[src/rtl/buzz_pkg.sv]
// Shared definitions for the buzzer pattern driver: proximity codes, channel
// FSM state encoding and a counter-width helper.
package buzz_pkg;

    localparam logic [1:0] BUZZ_OFF   = 2'b00;
    localparam logic [1:0] BUZZ_BOTH  = 2'b01;
    localparam logic [1:0] BUZZ_CLOSE = 2'b10;
    localparam logic [1:0] BUZZ_BAD   = 2'b11;

    typedef enum logic [1:0] {
        ST_IDLE     = 2'd0,
        ST_CONT     = 2'd1,
        ST_BEEP_ON  = 2'd2,
        ST_BEEP_OFF = 2'd3
    } buzz_state_e;

    // Counter width for a terminal count of n, never narrower than one bit.
    function automatic int cnt_w(input int n);
        return ($clog2(n) < 1) ? 1 : $clog2(n);
    endfunction

endpackage

[src/rtl/buzz_channel.sv]
// One buzzer channel: debounces the proximity code, runs the pattern FSM and
// registers the gated tone. The FSM state is exported for decode and debug.
module buzz_channel
    import buzz_pkg::*;
#(
    parameter int BEEP_ON_CYC  = 5000000,
    parameter int BEEP_OFF_CYC = 5000000,
    parameter int DEBOUNCE_CYC = 50000
) (
    input  logic        clk,
    input  logic        reset_n,
    input  logic [1:0]  code,
    input  logic        tone_phase,
    output logic        tone,
    output buzz_state_e state,
    output logic        err
);

    localparam int DW = cnt_w(DEBOUNCE_CYC);
    localparam int BW = cnt_w((BEEP_ON_CYC > BEEP_OFF_CYC) ? BEEP_ON_CYC : BEEP_OFF_CYC);

    logic [1:0]    cand_q, cand_d;
    logic [1:0]    acc_q, acc_d;
    logic [DW-1:0] dcnt_q, dcnt_d;
    logic [BW-1:0] bcnt_q, bcnt_d;
    buzz_state_e   state_q, state_d;
    logic          tone_q, tone_d;

    always_comb begin
        cand_d = cand_q;
        acc_d  = acc_q;
        dcnt_d = dcnt_q;
        if (code != cand_q) begin
            cand_d = code;
            dcnt_d = '0;
        end else if (dcnt_q == DW'(DEBOUNCE_CYC - 1)) begin
            acc_d = cand_q;
        end else begin
            dcnt_d = dcnt_q + DW'(1);
        end
    end

    // Code changes are checked before the beep timer so they win on a tie.
    always_comb begin
        state_d = state_q;
        bcnt_d  = bcnt_q;
        case (state_q)
            ST_IDLE: begin
                if (acc_q == BUZZ_BOTH) begin
                    state_d = ST_CONT;
                end else if (acc_q == BUZZ_CLOSE) begin
                    state_d = ST_BEEP_ON;
                    bcnt_d  = '0;
                end
            end
            ST_CONT: begin
                if (acc_q == BUZZ_CLOSE) begin
                    state_d = ST_BEEP_ON;
                    bcnt_d  = '0;
                end else if (acc_q != BUZZ_BOTH) begin
                    state_d = ST_IDLE;
                end
            end
            ST_BEEP_ON: begin
                if (acc_q == BUZZ_BOTH) begin
                    state_d = ST_CONT;
                end else if (acc_q != BUZZ_CLOSE) begin
                    state_d = ST_IDLE;
                end else if (bcnt_q == BW'(BEEP_ON_CYC - 1)) begin
                    state_d = ST_BEEP_OFF;
                    bcnt_d  = '0;
                end else begin
                    bcnt_d = bcnt_q + BW'(1);
                end
            end
            ST_BEEP_OFF: begin
                if (acc_q == BUZZ_BOTH) begin
                    state_d = ST_CONT;
                end else if (acc_q != BUZZ_CLOSE) begin
                    state_d = ST_IDLE;
                end else if (bcnt_q == BW'(BEEP_OFF_CYC - 1)) begin
                    state_d = ST_BEEP_ON;
                    bcnt_d  = '0;
                end else begin
                    bcnt_d = bcnt_q + BW'(1);
                end
            end
            default: state_d = ST_IDLE;
        endcase
    end

    assign tone_d = tone_phase & ((state_q == ST_CONT) || (state_q == ST_BEEP_ON));

    always_ff @(posedge clk or negedge reset_n) begin
        if (!reset_n) begin
            cand_q  <= BUZZ_OFF;
            acc_q   <= BUZZ_OFF;
            dcnt_q  <= '0;
            bcnt_q  <= '0;
            state_q <= ST_IDLE;
            tone_q  <= 1'b0;
        end else begin
            cand_q  <= cand_d;
            acc_q   <= acc_d;
            dcnt_q  <= dcnt_d;
            bcnt_q  <= bcnt_d;
            state_q <= state_d;
            tone_q  <= tone_d;
        end
    end

    assign tone  = tone_q;
    assign state = state_q;
    assign err   = (acc_q == BUZZ_BAD);

endmodule

[src/rtl/buzz_pattern_driver.sv]
// Left/right buzzer driver: shared tone prescaler, two pattern channels and a
// sticky invalid-code flag.
module buzz_pattern_driver
    import buzz_pkg::*;
#(
    parameter int TONE_HALF    = 25000,
    parameter int BEEP_ON_CYC  = 5000000,
    parameter int BEEP_OFF_CYC = 5000000,
    parameter int DEBOUNCE_CYC = 50000
) (
    input  logic       clk,
    input  logic       reset_n,
    input  logic [1:0] left_buzz,
    input  logic [1:0] right_buzz,
    output logic       left_tone,
    output logic       right_tone,
    output logic       left_active,
    output logic       right_active,
    output logic       code_err
);

    localparam int TW = cnt_w(TONE_HALF);

    logic [TW-1:0] tcnt_q, tcnt_d;
    logic          tone_phase_q, tone_phase_d;
    logic          code_err_q, code_err_d;
    buzz_state_e   left_state, right_state;
    logic          left_err, right_err;

    always_comb begin
        tcnt_d       = tcnt_q + TW'(1);
        tone_phase_d = tone_phase_q;
        if (tcnt_q == TW'(TONE_HALF - 1)) begin
            tcnt_d       = '0;
            tone_phase_d = ~tone_phase_q;
        end
        code_err_d = code_err_q | left_err | right_err;
    end

    always_ff @(posedge clk or negedge reset_n) begin
        if (!reset_n) begin
            tcnt_q       <= '0;
            tone_phase_q <= 1'b0;
            code_err_q   <= 1'b0;
        end else begin
            tcnt_q       <= tcnt_d;
            tone_phase_q <= tone_phase_d;
            code_err_q   <= code_err_d;
        end
    end

    buzz_channel #(
        .BEEP_ON_CYC (BEEP_ON_CYC),
        .BEEP_OFF_CYC(BEEP_OFF_CYC),
        .DEBOUNCE_CYC(DEBOUNCE_CYC)
    ) u_left (
        .clk       (clk),
        .reset_n   (reset_n),
        .code      (left_buzz),
        .tone_phase(tone_phase_q),
        .tone      (left_tone),
        .state     (left_state),
        .err       (left_err)
    );

    buzz_channel #(
        .BEEP_ON_CYC (BEEP_ON_CYC),
        .BEEP_OFF_CYC(BEEP_OFF_CYC),
        .DEBOUNCE_CYC(DEBOUNCE_CYC)
    ) u_right (
        .clk       (clk),
        .reset_n   (reset_n),
        .code      (right_buzz),
        .tone_phase(tone_phase_q),
        .tone      (right_tone),
        .state     (right_state),
        .err       (right_err)
    );

    assign left_active  = (left_state != ST_IDLE);
    assign right_active = (right_state != ST_IDLE);
    assign code_err     = code_err_q;

endmodule

[config.mk]
export PLATFORM = sky130hd
export DESIGN_NAME = buzz_pattern_driver
export DESIGN_NICKNAME = d
export VERILOG_FILES = /design/src/rtl/buzz_pkg.sv /design/src/rtl/buzz_channel.sv /design/src/rtl/buzz_pattern_driver.sv
export SDC_FILE = /design/constraint.sdc
export NUM_CORES = 1
export LEC_CHECK = 0
export ABC_AREA = 0
export CORE_ASPECT_RATIO = 1.25
export CORE_MARGIN = 3
export CORE_UTILIZATION = 30
export CTS_CLUSTER_DIAMETER = 50
export DETAILED_ROUTE_END_ITERATION = 6
export GPL_ROUTABILITY_DRIVEN = 0
export HOLD_SLACK_MARGIN = 0.05
export SKIP_LAST_GASP = 1
export SYNTH_ARGS = -nofsm -noshare
export SYNTH_HDL_FRONTEND = slang
export SYNTH_SLANG_ARGS = --single-unit
[constraint.sdc]
create_clock -name clk -period 2.4 [get_ports clk]
set_input_delay 0.48 -clock clk [delete_from_list [all_inputs] [get_ports clk]]
set_output_delay 0.48 -clock clk [all_outputs]
set_load 0.005 [all_outputs]
# == Word-level counts from Yosys, hierarchy flattened ==
# Index checks and enable logic that the tools add are counted.
# classes
add_sub_neg,5
eq_ne,39
n_mux,39
bitwise,7
n_reduce_logical,14
# ops
cell,n
2-to-1 mux 23 bit,10
case mux 23 bit (3 select lines),2
2-to-1 mux 16 bit,4
"adder 23 x 1 -> 23 bit, second input constant",2
"== test 23 bit, second input constant",2
2-to-1 mux 2 bit,20
"adder 16 x 1 -> 16 bit, second input constant",2
"== test 16 bit, second input constant",2
"== test 2 bit, second input constant",8
"!= test 2 bit, second input constant",8
"!= test 4 x 1 -> 1 bit, second input constant",4
case mux 2 bit (4 select lines),2
"adder 15 x 1 -> 15 bit, second input constant",1
"== test 15 bit, second input constant",1
2-to-1 mux 15 bit,1
"!= test 3 x 1 -> 1 bit, second input constant",4
"== test 2 x 1 -> 1 bit, second input constant",4
"!= test 2 x 1 -> 1 bit, second input constant",4
AND reduction 4 bit,2
AND reduction 3 bit,2
logical NOT 2 bit,2
!= test 2 bit,2
AND reduction 2 bit,2
nonzero test 2 bit,2
5 further kinds,11
# totals
reg_bits,109
input_bits,6

# == Depth between registers and ports, before layout ==
# logic_depth
depth_word,5
ltp_mapped,9
ltp_nobuf,7

# == Hierarchy ==
# A second synthesis with hierarchy kept.
# unflattened
cells_unflattened,600
hier_area_um2,5880.6
# modules_own_cells
module,n_inst,cells_each,area_each_um2,seq_area_each_um2
buzz_channel,2,265,2549.9,1151.1
buzz_pattern_driver,1,70,780.7,425.4

# == Worst setup path after synthesis ==
# OpenSTA, ideal clock, no wires.
# synth_path
path_kind,flip-flop to flip-flop
start,register u_right.bcnt_q[6]
end,register u_right.state_q[1] (netlist: u_right.state[1])
setup_time_ns,0.125
t_arrival_ns,1.905
t_required_ns,2.275
slack_ns,0.370
stages_incl_launch_ff,7
n_path_buf,1
synth_period_minus_slack_ns,2.030
path_cell_list,dfrtp_1 > buf_6 > or4_4 > nor4_4 > nand2_1 > a31oi_2 > mux2_2
# synth_between
elab_chain_len,3
elab_cells_between_ends,4
cone_classes,eq/ne: 3; reduce/logical: 1
# synth_lines
item,line,text
from (decl),buzz_channel.sv:25,"logic [BW-1:0] bcnt_q, bcnt_d;"
from (signal assigned),buzz_channel.sv:106,bcnt_q <= bcnt_d;
== test 23 bit (*),"buzz_channel.sv:69, buzz_channel.sv:81",
!= test 4 x 1 -> 1 bit (no line),-,
AND reduction 4 bit (no line) (*),-,
to (signal assigned),buzz_channel.sv:107,state_q <= state_d;
to (decl),buzz_channel.sv:26,"buzz_state_e state_q, state_d;"
# Every way passes the cells marked *; elsewhere a longest branch is shown, timed or not.
# A chain may end at the register's enable or synchronous reset.

# == Worst setup path after layout ==
# layout_path
start,register u_right.state_q[0] (netlist: u_right.state[0])
end,output right_active
# layout_between
elab_chain_len,1
# layout_lines
item,line,text
nonzero test 2 bit,buzz_pattern_driver.sv:81,assign right_active = (right_state != ST_IDLE);
to (decl),buzz_pattern_driver.sv:18,"output logic right_active,"
# Every way passes these cells.

==> results.json <==
{
  "status": "finished clean",
  "synth_top_family_by_area": "simple AND/OR/NAND/NOR gates",
  "die-area_mm2": 0.02073,
  "cts_tree": "done",
  "postCtsSetupBuffers": 0,
  "crit_slowest_cell": "clkdlybuf4s50_1",
  "cts.sinks": 109,
  "p_switching_mw": 1.130,
  "post-route-min-period_ns": 2.143,
  "tns_ns": 0,
  "final_util": 0.3508,
  "tightest_slew_ns": 0.5117,
  "insertion_delay_ns": 0.35,
  "syn_nets": 602,
  "fillers": 1778,
  "setup_viol": 0,
  "cp.required_ns": 1.92,
  "clock_skew_ns": 0.005445,
  "first_pass_iters": 4,
  "drv_slew": 0,
  "drc_errors": 0,
  "cts_resized": 0,
  "worstSetupEndpoint": "right_active",
  "synth_top_area_cell": "dfrtp_1",
  "clock-root-buffer": "clkbuf_16",
  "synth_area_per_cell_um2": 9.964,
  "core-area_mm2": 0.01837,
  "start_kind": "flip-flop",
  "leakage_nw": 2.767,
  "synthXorXnorAreaFrac": 0.1043,
  "grt_pass1_vias": 4156,
  "synth_fa_ha_area_frac": 0.05041,
  "yosysMostFrequentCell": "dfrtp_1",
  "rsz0062_at_grt": "no",
  "synth_cell_types": 50,
  "cp_common_cell": "inv_1",
  "cp_cell_sequence": "inv_1 -> ha_1 -> inv_1 -> clkdlybuf4s50_1",
  "clockBufferDepth": 2,
  "cp-end-kind": "primary output",
  "slowest_delay_ns": 0.51,
  "wl_per_cell_um": 13.24,
  "max-cap-violations": 0,
  "viasPerCell": 5.000,
  "detail-route-antenna-nets": 0,
  "postSynthCellCount": 573,
  "worstReg2RegStart": "u_right.bcnt_q[17]",
  "worstSetupPathType": "flip-flop to primary output",
  "p_per_area_mw_per_mm2": 652.9,
  "synth.cell_area_mm2": 0.005709,
  "portBuffers": 10,
  "r2r_cells": 5,
  "synth_area_leaders": "dfrtp_1 (48%), xor2_1 (6.0%), ha_1 (5.0%), nor2_1 (4.7%), xnor2_1 (4.4%)",
  "async_flop_share": 1.000,
  "hold_ws_ns": 0.08751,
  "die_h_um": 160.2,
  "synth.area.mux_share": 0.02608,
  "yosys_most_used_dff": "dfrtp_1",
  "p_int_mw": 3.079,
  "multiInputGateArea_mm2": 0.002830,
  "rrSetupSlack_ns": 0.28,
  "regArea_mm2": 0.002728,
  "ir_drop_mv": 0.4697,
  "ys_ff_latch": 109,
  "holdBufCountCts": 0,
  "h-tree-depth": 3,
  "ys_seq_area_frac": 0.4778,
  "timing.rr.end": "u_right.state[1]",
  "hp-class": "input pin to async pin",
  "yosys.area.top_type_share": 0.4778,
  "nets": 622,
  "cts_buffers": 9,
  "routed-via-count": 4130,
  "synth_common_cells": "dfrtp_1 (109), nor2_1 (71), nand2_1 (52), xor2_1 (39), nand3_1 (32)",
  "grtUsageTotal": 0.1137,
  "finalHoldViolations": 0,
  "relSlewSlack": 0.6560,
  "path_max_fanout": 4,
  "synth_edf_count": 0,
  "rows": 55,
  "synth_compound_area_frac": 0.06334,
  "wirelength_um": 10940,
  "setup.worst_path.start": "u_right.state[0]",
  "hpwl_um": 7732,
  "switching_share": 0.2685,
  "clk_pin_slew_ns": 0.07,
  "cp.arrival_ns": 1.66,
  "fmax_ghz": 0.4666,
  "seqPwrFrac": 0.463,
  "io_pins": 11,
  "die_w_um": 129.4,
  "grt_pass1_wl_um": 19510,
  "synth-simple-area-share": 0.2516,
  "combPwrFrac": 0.160,
  "min_period_over_period": 0.8929,
  "antennaDiodeCount": 0,
  "syn2layout_area_growth_pct": 12.91,
  "clkPwrFrac": 0.377,
  "drt-initial-drc-count": 136,
  "layout-drive-gt1-share": 0.09699,
  "gr-total-overflow": 0,
  "antenna_found_initial": 0,
  "start_util": 0.3107,
  "synth_warnings": 0,
  "grt_max_degree": 40
}
==> cell usage in the layout (no fill, tap or decap), drive strengths merged, types with 5 or more instances in the layout <==
master         count
nand3             32
nand2b            11
dfrtp            109
xnor2             29
o21ai             20
clkbuf             9
nor4              11
and2               5
ha                23
nand2             52
mux2i              7
inv               16
and3              21
nor3               7
clkdlybuf4s50      9
a21oi             11
xor2              39
mux2               7
nor2              81
buf               15
or3                6
nand4             23
==> power groups by stage <==
stage	clock network [mW]	registers, mW	logic [mW]
floorplan	0	1.97	0.454
global placement	0	1.98	0.658
detailed placement	0	1.98	0.673
CTS	1.64	1.95	0.680
global route	1.71	1.96	0.763
finish	1.59	1.95	0.674
==> state kept, by name, summed over array words and instances, names as in the netlist <==
| signal | flops |
|---|---|
| u_left.cand_q | 2 |
| u_right.bcnt_q | 23 |
| u_left.acc_q | 2 |
| code_err | 1 |
| tcnt_q | 15 |
| u_left.tone | 1 |
| u_right.dcnt_q | 16 |
| u_left.dcnt_q | 16 |
| tone_phase_q | 1 |
| u_right.tone | 1 |
| u_left.state | 2 |
| u_right.cand_q | 2 |
| u_left.bcnt_q | 23 |
| u_right.state | 2 |
| u_right.acc_q | 2 |
==> worst min-delay path by stage <==
| stage | startpoint | end | cells after the start |
|---|---|---|---|
| after floorplan | reset_n | code_err | 0 |
| after global placement | tcnt_q[14] | tcnt_q[14] | 1 |
| after detailed placement | tcnt_q[0] | tcnt_q[0] | 1 |
| after CTS | reset_n | u_left.dcnt_q[9] | 1 |
| after global routing | reset_n | u_left.bcnt_q[18] | 1 |
| final | reset_n | u_left.dcnt_q[9] | 1 |
==> kinds of logic after synthesis <==
group | count (synthesis)
xor gates and xnor gates | 68
buffers and inverters | 31
muxes | 14
DFF | 109
and+or+nand+nor | 272
AOI/OAI and AO/OA | 56
adders and majority gates | 23
==> through the flow <==
stage / total power, mW / cells / cell area [µm²] / worst slack [ns]
2_1_floorplan: 2.424 / 573 / 5709 / 0.3703
3_3_place_gp: 2.636 / 810 / 6131 / 0.2964
3_5_place_dp: 2.657 / 810 / 6131 / 0.2821
4_1_cts: 4.269 / 826 / 6446 / 0.2305
5_1_grt: 4.430 / 826 / 6446 / 0.1458
6_report: 4.208 / 826 / 6446 / 0.2570
==> routing by layer <==
layer,vias to the layer above,share of wire,routed length (µm),global-route usage
li1,2035,-,-,-
met1,2033,0.45,4942,0.1448
met2,51,0.51,5542,0.1861
met3,11,0.025,273,0.02743
met4,0,0.016,179,0.04250
met5,-,0,0,0
==> worst max-delay path: cells and delay by family, from the launching register on <==
| kind | cells | cell delay, ns |
|---|---|---|
| buffers and inverters | 3 | 0.71 |
| flip-flops | 1 | 0.38 |
| adder cells (fa/ha/maj) | 1 | 0.22 |
==> area by class of cell <==
type                            count  share of cell area
Inverter                           16            0.009317
Multi-Input combinational cell    433              0.4391
Clock inverter                      7             0.01398
Timing Repair Buffer               24             0.03533
Sequential cell                   109              0.4231
Tap cell                          228             0.04425
Clock buffer                        9             0.03494
Note: power is estimated with default switching activity, not from simulation.
